$ cat src/rtl/i2s_slave_receiver.sv
// I2S slave receiver: synchronizes an externally mastered I2S bus into the
// clk domain, captures the first 16 bits of each channel slot MSB first and
// packs 16-bit or 8-bit samples into 32-bit words for a downstream sink.
// Optional overrun handling is enabled by defining I2S_RX_OVERRUN_EN, which
// adds writeFull, clearOverrun and a sticky overrun flag.
module i2s_slave_receiver #(
  parameter int SYNC_STAGES = 2
) (
  input  logic        clk,
  input  logic        reset,
  input  logic        sampleSize,
  input  logic        stereoMode,
  input  logic        record,
  input  logic        wclk,
  input  logic        bclk,
  input  logic        sdin,
`ifdef I2S_RX_OVERRUN_EN
  input  logic        writeFull,
  input  logic        clearOverrun,
  output logic        overrun,
`endif
  output logic [31:0] sampleData,
  output logic        writeReq
);

  typedef enum logic [1:0] {
    IDLE,
    CAPTURE,
    STORE,
    WAIT
  } stateType;

  stateType state;

  logic [SYNC_STAGES-1:0] bclkSync;
  logic [SYNC_STAGES-1:0] wclkSync;
  logic [SYNC_STAGES-1:0] sdinSync;
  logic                   bclkPrev;
  logic                   wclkLast;

  logic        bclkS;
  logic        wclkS;
  logic        sdinS;
  logic        bclkRise;
  logic        wclkChange;
  logic        wclkFall;

  logic [3:0]  bitCnt;
  logic [2:0]  packCnt;
  logic [2:0]  packCntNext;
  logic [15:0] shiftReg;
  logic [31:0] packReg;
  logic [31:0] packNext;
  logic        channel;
  logic        keepSample;
  logic        wordDone;

  assign bclkS      = bclkSync[SYNC_STAGES-1];
  assign wclkS      = wclkSync[SYNC_STAGES-1];
  assign sdinS      = sdinSync[SYNC_STAGES-1];
  assign bclkRise   = bclkS & ~bclkPrev;
  assign wclkChange = bclkRise & (wclkS ^ wclkLast);
  assign wclkFall   = wclkChange & ~wclkS;
  assign keepSample = stereoMode | ~channel;

  // Bring the bus into the clk domain and remember wclk as seen at the last bclk rise
  always_ff @(posedge clk) begin
    if (reset) begin
      bclkSync <= '0;
      wclkSync <= '0;
      sdinSync <= '0;
      bclkPrev <= 1'b0;
      wclkLast <= 1'b0;
    end else begin
      bclkSync <= {bclkSync[SYNC_STAGES-2:0], bclk};
      wclkSync <= {wclkSync[SYNC_STAGES-2:0], wclk};
      sdinSync <= {sdinSync[SYNC_STAGES-2:0], sdin};
      bclkPrev <= bclkS;
      if (bclkRise) begin
        wclkLast <= wclkS;
      end
    end
  end

  // Work out where the captured sample lands in the pack register and whether it completes a word
  always_comb begin
    packNext    = packReg;
    packCntNext = packCnt + 3'd1;
    wordDone    = 1'b0;
    if (sampleSize) begin
      if (packCnt[0]) begin
        packNext[15:0] = shiftReg;
      end else begin
        packNext[31:16] = shiftReg;
      end
      wordDone = (packCntNext == 3'd2);
    end else begin
      case (packCnt[1:0])
        2'd0:    packNext[31:24] = shiftReg[15:8];
        2'd1:    packNext[23:16] = shiftReg[15:8];
        2'd2:    packNext[15:8]  = shiftReg[15:8];
        default: packNext[7:0]   = shiftReg[15:8];
      endcase
      wordDone = (packCntNext == 3'd4);
    end
  end

  // Capture state machine; the word request is registered so it appears the cycle after STORE
  always_ff @(posedge clk) begin
    if (reset) begin
      state      <= IDLE;
      bitCnt     <= 4'd0;
      packCnt    <= 3'd0;
      shiftReg   <= 16'd0;
      packReg    <= 32'd0;
      channel    <= 1'b0;
      sampleData <= 32'd0;
      writeReq   <= 1'b0;
`ifdef I2S_RX_OVERRUN_EN
      overrun    <= 1'b0;
`endif
    end else begin
      writeReq <= 1'b0;
`ifdef I2S_RX_OVERRUN_EN
      if (clearOverrun) begin
        overrun <= 1'b0;
      end
`endif
      case (state)
        IDLE: begin
          bitCnt   <= 4'd0;
          packCnt  <= 3'd0;
          shiftReg <= 16'd0;
          packReg  <= 32'd0;
          if (record && wclkFall) begin
            channel <= 1'b0;
            state   <= CAPTURE;
          end
        end

        CAPTURE: begin
          if (bclkRise) begin
            if (!record) begin
              bitCnt   <= 4'd0;
              shiftReg <= 16'd0;
              packCnt  <= 3'd0;
              packReg  <= 32'd0;
              state    <= IDLE;
            end else if (wclkChange) begin
              bitCnt   <= 4'd0;
              shiftReg <= 16'd0;
              channel  <= wclkS;
            end else begin
              shiftReg <= {shiftReg[14:0], sdinS};
              bitCnt   <= bitCnt + 4'd1;
              if (bitCnt == 4'd15) begin
                state <= STORE;
              end
            end
          end
        end

        STORE: begin
          if (keepSample) begin
            if (wordDone) begin
              packCnt <= 3'd0;
              packReg <= 32'd0;
`ifdef I2S_RX_OVERRUN_EN
              if (writeFull) begin
                overrun <= 1'b1;
              end else begin
                sampleData <= packNext;
                writeReq   <= 1'b1;
              end
`else
              sampleData <= packNext;
              writeReq   <= 1'b1;
`endif
            end else begin
              packCnt <= packCntNext;
              packReg <= packNext;
            end
          end
          state <= WAIT;
        end

        WAIT: begin
          if (bclkRise) begin
            if (!record) begin
              bitCnt   <= 4'd0;
              shiftReg <= 16'd0;
              packCnt  <= 3'd0;
              packReg  <= 32'd0;
              state    <= IDLE;
            end else if (wclkChange) begin
              bitCnt   <= 4'd0;
              shiftReg <= 16'd0;
              channel  <= wclkS;
              state    <= CAPTURE;
            end
          end
        end

        default: state <= IDLE;
      endcase
    end
  end

endmodule

$ cat config.mk
export PLATFORM = sky130hd
export DESIGN_NAME = i2s_slave_receiver
export DESIGN_NICKNAME = d
export VERILOG_FILES = /design/src/rtl/i2s_slave_receiver.sv
export SDC_FILE = /design/constraint.sdc
export NUM_CORES = 1
export LEC_CHECK = 0
export CAP_MARGIN = 5
export CELL_PAD_IN_SITES_DETAIL_PLACEMENT = 0
export CELL_PAD_IN_SITES_GLOBAL_PLACEMENT = 2
export CORE_AREA = 2 2 121 123
export DETAILED_ROUTE_END_ITERATION = 8
export DIE_AREA = 0 0 123 125
export HOLD_SLACK_MARGIN = 0.15
export PLACE_DENSITY_LB_ADDON = 0.1
export REMOVE_ABC_BUFFERS = 1
export SETUP_SLACK_MARGIN = 0.1
export SYNTH_ARGS = -nofsm -noshare
export SYNTH_HDL_FRONTEND = slang
export SYNTH_SLANG_ARGS = --single-unit
$ cat constraint.sdc
create_clock -name clk -period 2.7 [get_ports clk]
set_input_delay 0.54 -clock clk [delete_from_list [all_inputs] [get_ports clk]]
set_output_delay 0.54 -clock clk [all_outputs]
set_load 0.01 [all_outputs]
---- After elaboration in Yosys (flattened, before gate mapping) ----
Index checks and enable logic that the tools add are counted.
operators by class
  shift-type cells ........................ 0
  $add $sub $neg .......................... 2
  equality and inequality tests ........... 19
  magnitude comparators ................... 0
  multiply operators ...................... 0
  bitwise gates (word level) .............. 10
  multiplexer cells ....................... 47
  reductions and logical operators ........ 13
  div/mod/pow operators ................... 0
operators by type and width
  kind                 number
  $mux 32              5
  $mux 16              8
  $pmux 32 s3          1
  $pmux 16 s3          1
  $mux 8               4
  $mux 4               6
  $mux 2               8
  $mux 3               4
  $pmux 4 s3           1
  $ne 2x2->1 const B   5
  $ne 3x3->1 const B   3
  $pmux 3 s3           1
  $pmux 2 s4           1
  $eq 2x2->1 const B   3
  $mux 1               6
  $ne 2x1->1 const B   3
  $reduce_and 3->1     2
  $reduce_and 6->1     1
  $reduce_or 3->1      2
  $not 1->1            5
  $reduce_and 5->1     1
  $add 4x1->4 const B  1
  $eq 2x1->1 const B   2
  $eq 4x4->1 const B   1
  13 further kinds     16
storage, ports and cells
  bits in writable memories ............... 0
  register bits after elaboration ......... 99
  word-level logic and storage cells ...... 104
  memories ................................ 0
  output and inout bits ................... 33
  ROM bits ................................ 0
  bits of input ports ..................... 8
  latch bits .............................. 0

---- Depth between registers and ports, before layout ----
Gate-level depths: netlist (run 1).
  depth in word-level cells ............... 7
  mapped depth ............................ 10
  gate-level depth less buffers ........... 6

---- Worst setup path before layout (run 1) ----
OpenSTA, ideal clock, no wires.
  path kind ............................... register to register
  from .................................... register packCnt[0]
  to ...................................... register packReg[23]
  period minus slack after synthesis ...... 2534 ps
  data arrival time ....................... 2417 ps
  required time ........................... 2583 ps
  path buffers ............................ 3
  setup slack ............................. 166 ps
  cell stages (with the launch flop) ...... 10
  library setup time ...................... 117 ps
  path through ............................ dfxtp_1 -> buf_4 -> clkbuf_1 -> inv_1 -> ha_1 -> or3b_4 -> mux2_4 -> buf_6 -> a31o_1 -> a22o_1
between the ends
  word-level cells in the longest chain between the ends .. 6
  elaborated cells on any way between the ends .. 11
  those cells by class .................... 1 x add/sub; 3 x eq/ne; 7 x mux
RTL lines
  element                                           line    text
  start, declared                                   49      logic [2:0] packCnt;
  start signal, assigned                            180     packCnt <= packCntNext;
  $add 3x1->3 / $eq 2x1->1 (equally long branches)  88, 98
  $eq 3x3->1 (tied with other cells)                104     wordDone = (packCntNext == 3'd4);
  $mux 1 / $mux 32 (equally long branches)          90      if (sampleSize) begin
  $mux 32 *                                         165     if (wordDone) begin
  $mux 32 *                                         164     if (keepSample) begin
  $pmux 32 s3 *                                     129     case (state)
  end signal, assigned                              181     packReg <= packNext;
  end, declared                                     52      logic [31:0] packReg;
Every way passes the cells marked *; elsewhere a longest branch is shown, timed or not. The select of a mux whose other input is x is not followed.
A chain may end at the register's enable or synchronous reset.

---- Worst setup path in the final report (run 1) ----
  from .................................... register packCnt[1]
  to ...................................... register packReg[30]
between the ends
  word-level cells in the longest chain between the ends .. 6
  elaborated cells on any way between the ends .. 10
  those cells by class .................... 1 x add/sub; 2 x eq/ne; 6 x mux; 1 x reduce/logical
RTL lines
  element                                                line
  $add 3x1->3 / $logic_not 2->1 (equally long branches)  88, 98
  $eq 3x3->1 (tied with other cells)                     104
  $mux 1 / $mux 32 (equally long branches)               90
  $mux 32 *                                              165
  $mux 32 *                                              164
  $pmux 32 s3 *                                          129
Marks and branches as above.

==> results of run 1 <==
-- synthesized netlist by cell type, types with 3 or more instances --
cell       number
nand3_1         4
a31o_2          7
nand2b_1        3
buf_1           3
nor2_1         31
clkbuf_1       17
or3_1           4
a21oi_1        41
buf_2          12
inv_1          10
a31oi_1        16
a32oi_1         3
nor3_1          3
nor2b_1        16
o2111ai_1      16
a221oi_1       15
nand2_1        54
dfxtp_1        99
o21ai_0        19
a22o_1         24
ha_1            6
buf_6           5
mux2i_1        16
a211oi_1       18
-- worst paths after layout --
kind                           startpoint                        to  slack [ns]
hold / removal     sdinSync[1]$_SDFF_PP0_  shiftReg[0]$_SDFFE_PP0P_        0.43
hold reg to reg    sdinSync[1]$_SDFF_PP0_  shiftReg[0]$_SDFFE_PP0P_        0.43
setup / recovery  packCnt[1]$_SDFFE_PP0P_  packReg[30]$_SDFFE_PP0P_        0.40
setup reg to reg  packCnt[1]$_SDFFE_PP0P_  packReg[30]$_SDFFE_PP0P_        0.40
-- registers in the layout (all words and copies together) (netlist names), named ones only --
register,cells
packReg,32
sampleData,32
shiftReg,16
bitCnt,4
packCnt,3
bclkSync,2
sdinSync,2
wclkSync,2
bclkPrev,1
channel,1
state,1
wclkLast,1
writeReq,1
-- power by group --
| group | switching [mW] | total (mW) | leakage (nW) | internal [mW] |
|---|---|---|---|---|
| clock network | 0.575 | 1.41 | 0.163 | 0.839 |
| registers | 0.00284 | 1.47 | 0.798 | 1.46 |
| logic | 0.0589 | 0.0974 | 0.891 | 0.0385 |
-- layout by cell type, fill, tap and decap left out, types with 7 or more instances in the layout --
cell type / netlist / routed
clkdlybuf4s50_1: 0 / 39
o21ai_0: 19 / 19
a21oi_1: 41 / 41
inv_1: 10 / 10
a221oi_1: 15 / 15
clkbuf_16: 0 / 9
nor2_1: 31 / 29
a31o_2: 7 / 7
mux2i_1: 16 / 16
a211oi_1: 18 / 18
a31oi_1: 16 / 16
nand2_1: 54 / 54
buf_4: 1 / 25
o2111ai_1: 16 / 16
dfxtp_1: 99 / 99
nor2b_1: 16 / 16
a22o_1: 24 / 24
-- area by class of cell --
| class | instances | share of cell area (%) |
|---|---|---|
| clock inverter | 6 | 1.62 |
| sequential | 99 | 36.5 |
| clock buffer | 10 | 4.41 |
| inverter | 11 | 0.761 |
| multi-input combinational | 329 | 40.6 |
| timing repair buffer | 68 | 11.9 |
| tap | 184 | 4.25 |
-- cells by family (layout without fill, tap and decap cells) --
kind of cell             count (synthesis)  count (layout)  synth area share, %
XOR/XNOR                                 4               4                0.963
multiplexers                            20              20                 5.04
buffers and inverters                   50              95                 5.55
adder cells (fa/ha/maj)                  6               6                 1.70
AND/OR/NAND/NOR                        127             127                 14.2
AO/OA/AOI/OAI                          172             172                 27.7
flip-flops                              99              99                 44.9
-- critical path, stage by stage (launching register included) --
cell and delay [ns]:
dfxtp_1 0.40, inv_1 0.08, ha_1 0.34, or3b_4 0.43, mux2_4 0.37, a41o_1 0.35, a22o_1 0.22
-- stage by stage --
step | area [um2] | hold slack [ns] | TNS [ns] | util [%]
global placement | 5100 | 0.416 | 0 | 35.9
global route | 5420 | 0.463 | 0 | 38.2
floorplan | 4210 | 0.414 | -18.43 | -
finish | 5420 | 0.434 | 0 | 38.2
CTS | 5420 | 0.438 | 0 | 38.2
detailed placement | 5100 | 0.420 | 0 | 35.9
-- per-layer routing --
layer  part of all wire (%)  routed length, um
met4                    1.7                196
met5                      0                  0
met1                     51               5950
met3                    2.7                316
met2                     45               5270
==> impl_metrics.yaml, run 1 <==
die:
  core_area_um2: 14200
  initial_utilization_pct: 31.1
  dieWidth_um: 123
  core.rowCount: 44
  die-area_um2: 15400
  die_h_um: 125
  ios: 41
global_routing:
  use_met1_pct: 23.2
  top_usage_layer: "met2"
  overflow: 0
  grt_start_max_net_pins: 35
  track_usage_pct: 16.1
  grt_pass1_wl_mm: 19.2
  met2_usage_pct: 24.2
  antenna_found_initial: 0
  grt_pass1_vias: 3570
  use_met3_pct: 2.51
cts:
  cts.clk_slew.worst_paths_ns: 0.07
  cts_setup_buffers: 0
  htreeDepth: 3
  clock_tree.buffer_depth: 2
  clk_latency_ns: 0.35
  cts_hold_buf: 0
  cts-root-buf: "clkbuf_16"
  cts_resized: 0
  cts_tree: "done"
  numCtsBuffers: 9
  clock-sinks: 99
worst_setup_path:
  start_kind: "flop"
  worstPathArrival_ns: 2.54
  path_max_fanout: 12
  required_ns: 2.94
  crit_type: "flop to flop"
  r2r_cells: 6
  crit_path_end_kind: "flop"
timing:
  worst_slew_pin_slew_ns: 0.953
  finalMaxSlewViolations: 0
  timing.final.crit_share_pct: 85.3
  layout_setup_ws_ns: 0.398
  max_freq_mhz: 434
  maxSlewHeadroom_pct: 36.3
  final-setup-viol-count: 0
  rsz0062_at_grt: "false"
  finalHoldViolations: 0
  skew_ns: 0.00688
  period_needed_ns: 2.30
finish:
  fin_cells: 707
  multi_input_area_um2: 2200
  area_growth_pct: 22.8
  drive_gt1_share_pct: 12.8
  fill_cells: 1431
  fin_nets: 532
  diodes: 0
  area.sequential_um2: 1980
route:
  drc_errors: 0
  totalWireLength_mm: 11.7
  vias: 3718
  ant_nets: 0
  vias_per_cell: 5.26
  dr.pass1.iters: 4
  drt-initial-drc-count: 194
  wl_per_cell_um: 16.6
hold_path:
  hold_depth: 2
  min_path_type: "flop to flop"
power_and_ir_drop:
  power_mw: 2.98
  power_density_nw_per_um2: 549
  power.leakage_nw: 1.85
  peakVddDrop_mv: 0.238
logic_synthesis:
  ys.flop_type: "dfxtp_1"
  synthArstFlopShare_pct: 0
  synth_edf_count: 0
  ys.warnings.count: 0
  ys_ff_latch: 99
  synth_area_leaders: "dfxtp_1 45%, a22o_1 4.8%, a21oi_1 4.6%"
  ys_seq_area_share_pct: 44.9
  synth.avg_cell_area_um2: 9.24
  yosysTopAreaCell: "dfxtp_1"
  synth_top_area_share_pct: 44.9
  ys_types: 53
  synth_area_um2: 4420
  syn_inst: 478
status:
  outcome: "finished clean"
placement:
  routabilityCongestion: 0.808
  placed_cells: 691
  dp_slack_ns: 0.0969
  io_buffers: 40
  dp_hpwl_mm: 7.83
job:
  maxCapViolations: 0
(Power assumes the default switching activity.)
==> run 2, diff against run 1 <==
--- a/config.mk
+++ b/config.mk
@@ -8,13 +8,15 @@
 export CAP_MARGIN = 5
 export CELL_PAD_IN_SITES_DETAIL_PLACEMENT = 0
 export CELL_PAD_IN_SITES_GLOBAL_PLACEMENT = 2
-export CORE_AREA = 2 2 121 123
+export CORE_AREA = 2 2 117 119
+export CTS_BUF_LIST = sky130_fd_sc_hd__clkbuf_8
 export DETAILED_ROUTE_END_ITERATION = 8
-export DIE_AREA = 0 0 123 125
+export DIE_AREA = 0 0 119 121
 export HOLD_SLACK_MARGIN = 0.15
 export PLACE_DENSITY_LB_ADDON = 0.1
 export REMOVE_ABC_BUFFERS = 1
 export SETUP_SLACK_MARGIN = 0.1
+export SLEW_MARGIN = 25
 export SYNTH_ARGS = -nofsm -noshare
 export SYNTH_HDL_FRONTEND = slang
 export SYNTH_SLANG_ARGS = --single-unit
==> impl_metrics.yaml, run 2 (synthesis gave the netlist of run 1 again) <==
power_and_ir_drop:
  power.leakage_nw: 1.77
  switchingPower_mw: 0.573
  p_sw_share_pct: 23.6
  peakVddDrop_mv: 0.212
  pwr-share-comb_pct: 3.8
  pwr-share-seq_pct: 60.5
  p_int_mw: 1.85
  power_mw: 2.42
  clkPwrFrac_pct: 35.7
  power_density_nw_per_um2: 463
die:
  core.rowCount: 42
  core_area_um2: 13100
  initial_utilization_pct: 33.8
  die_h_um: 121
  dieWidth_um: 119
  die-area_um2: 14400
  ios: 41
cts:
  clk_latency_ns: 0.38
  cts_resized: 0
  cts_setup_buffers: 0
  cts_tree: "done"
  clock-sinks: 99
  cts_hold_buf: 0
  numCtsBuffers: 9
  htreeDepth: 3
  clock_tree.buffer_depth: 2
  cts-root-buf: "clkbuf_8"
  cts.clk_slew.worst_paths_ns: 0.09
route:
  ant_nets: 0
  drt-initial-drc-count: 243
  drc_errors: 0
  totalWireLength_mm: 11.4
  vias_per_cell: 5.33
  wl_per_cell_um: 16.3
  vias: 3710
  dr.pass1.iters: 5
timing:
  timing.final.crit_share_pct: 87.0
  finalHoldViolations: 0
  skew_ns: 0.00924
  max_freq_mhz: 426
  hold_ws_ns: 0.448
  maxSlewHeadroom_pct: 37.3
  final-setup-viol-count: 0
  period_needed_ns: 2.35
  finalMaxSlewViolations: 0
  worst_slew_pin_slew_ns: 0.938
  rsz0062_at_grt: "false"
worst_setup_path:
  start_kind: "flop"
  crit_type: "flop to flop"
  worstPathArrival_ns: 2.62
  path_max_fanout: 12
  required_ns: 2.97
  crit_path_end_kind: "flop"
job:
  maxCapViolations: 0
global_routing:
  track_usage_pct: 16.8
  antenna_found_initial: 0
  overflow: 0
  grt_pass1_wl_mm: 18.8
  use_met1_pct: 24.5
  use_met3_pct: 2.82
  grt_pass1_vias: 3444
  top_usage_layer: "met2"
  grt_start_max_net_pins: 41
  met2_usage_pct: 24.5
finish:
  layout_common_cells: "99 x dfxtp_1, 54 x nand2_1, 41 x a21oi_1"
  fin_nets: 529
  top_regs: "packReg: 32 flops, sampleData: 32 flops, shiftReg: 16 flops"
  fin_area_um2: 5230
  final_common_cell: "dfxtp_1"
  fill_cells: 1307
  area_growth_pct: 18.5
  diodes: 0
  drive_gt1_share_pct: 12.1
hold_path:
  min_path_type: "flop to flop"
placement:
  place_area_um2: 5060
  routabilityCongestion: 0.734
  io_buffers: 40
  dp_hpwl_mm: 7.63
status:
  outcome: "finished clean"
run 2: routing by layer:
metal | routed length [um] | vias to the layer above | part of all wire (%)
met1 | 5660 | 1779 | 50
met4 | 201 | 0 | 1.8
li1 | - | 1848 | -
met3 | 371 | 13 | 3.3
met2 | 5130 | 70 | 45
met5 | 0 | - | 0
run 2: final timing paths:
path,startpoint,end,slack [ns],depth (start not counted)
worst max-delay path,packCnt[1]$_SDFFE_PP0P_,packReg[14]$_SDFFE_PP0P_,0.35,6
worst min-delay path,bclkSync[0]$_SDFF_PP0_,bclkSync[1]$_SDFF_PP0_,0.45,1
worst min register to register,bclkSync[0]$_SDFF_PP0_,bclkSync[1]$_SDFF_PP0_,0.45,1
worst max register to register,packCnt[1]$_SDFFE_PP0P_,packReg[14]$_SDFFE_PP0P_,0.35,6
run 2: layout make-up:
class	instances	area [um2]	area share (%)
clock buffers	10	138	2.63
clock inverters	6	32.5	0.622
inverters	11	41.3	0.789
multi-input cells	329	2200	42.0
flip-flops and latches	99	1980	37.9
well taps	176	220	4.21
repair buffers	65	621	11.9
run 2: worst max-delay path: stages (launching register included):
cell and delay [ns]:
dfxtp_1 0.42, inv_1 0.09, ha_1 0.35, or3b_4 0.44, mux2_4 0.36, a41o_1 0.36, a22o_1 0.21
run 2: power by group through the flow:
stage	Combinational (mW)	Sequential [mW]	Clock [mW]
finish	0.0922	1.47	0.866
global route	0.103	1.47	0.971
CTS	0.0935	1.47	0.914
detailed placement	0.0932	1.50	0
global placement	0.0926	1.50	0
floorplan	0.0365	1.50	0
run 2: per-stage QoR:
stage | cells | setup slack [ns] | utilization (%) | TNS (ns)
final | 696 | 0.350 | 40.0 | 0
after global routing | 696 | 0.233 | 40.0 | 0
after CTS | 696 | 0.360 | 40.0 | 0
after detailed placement | 680 | 0.121 | 38.7 | 0
after global placement | 680 | 0.160 | 38.7 | 0
after floorplan | 439 | -0.511 | - | -18.43
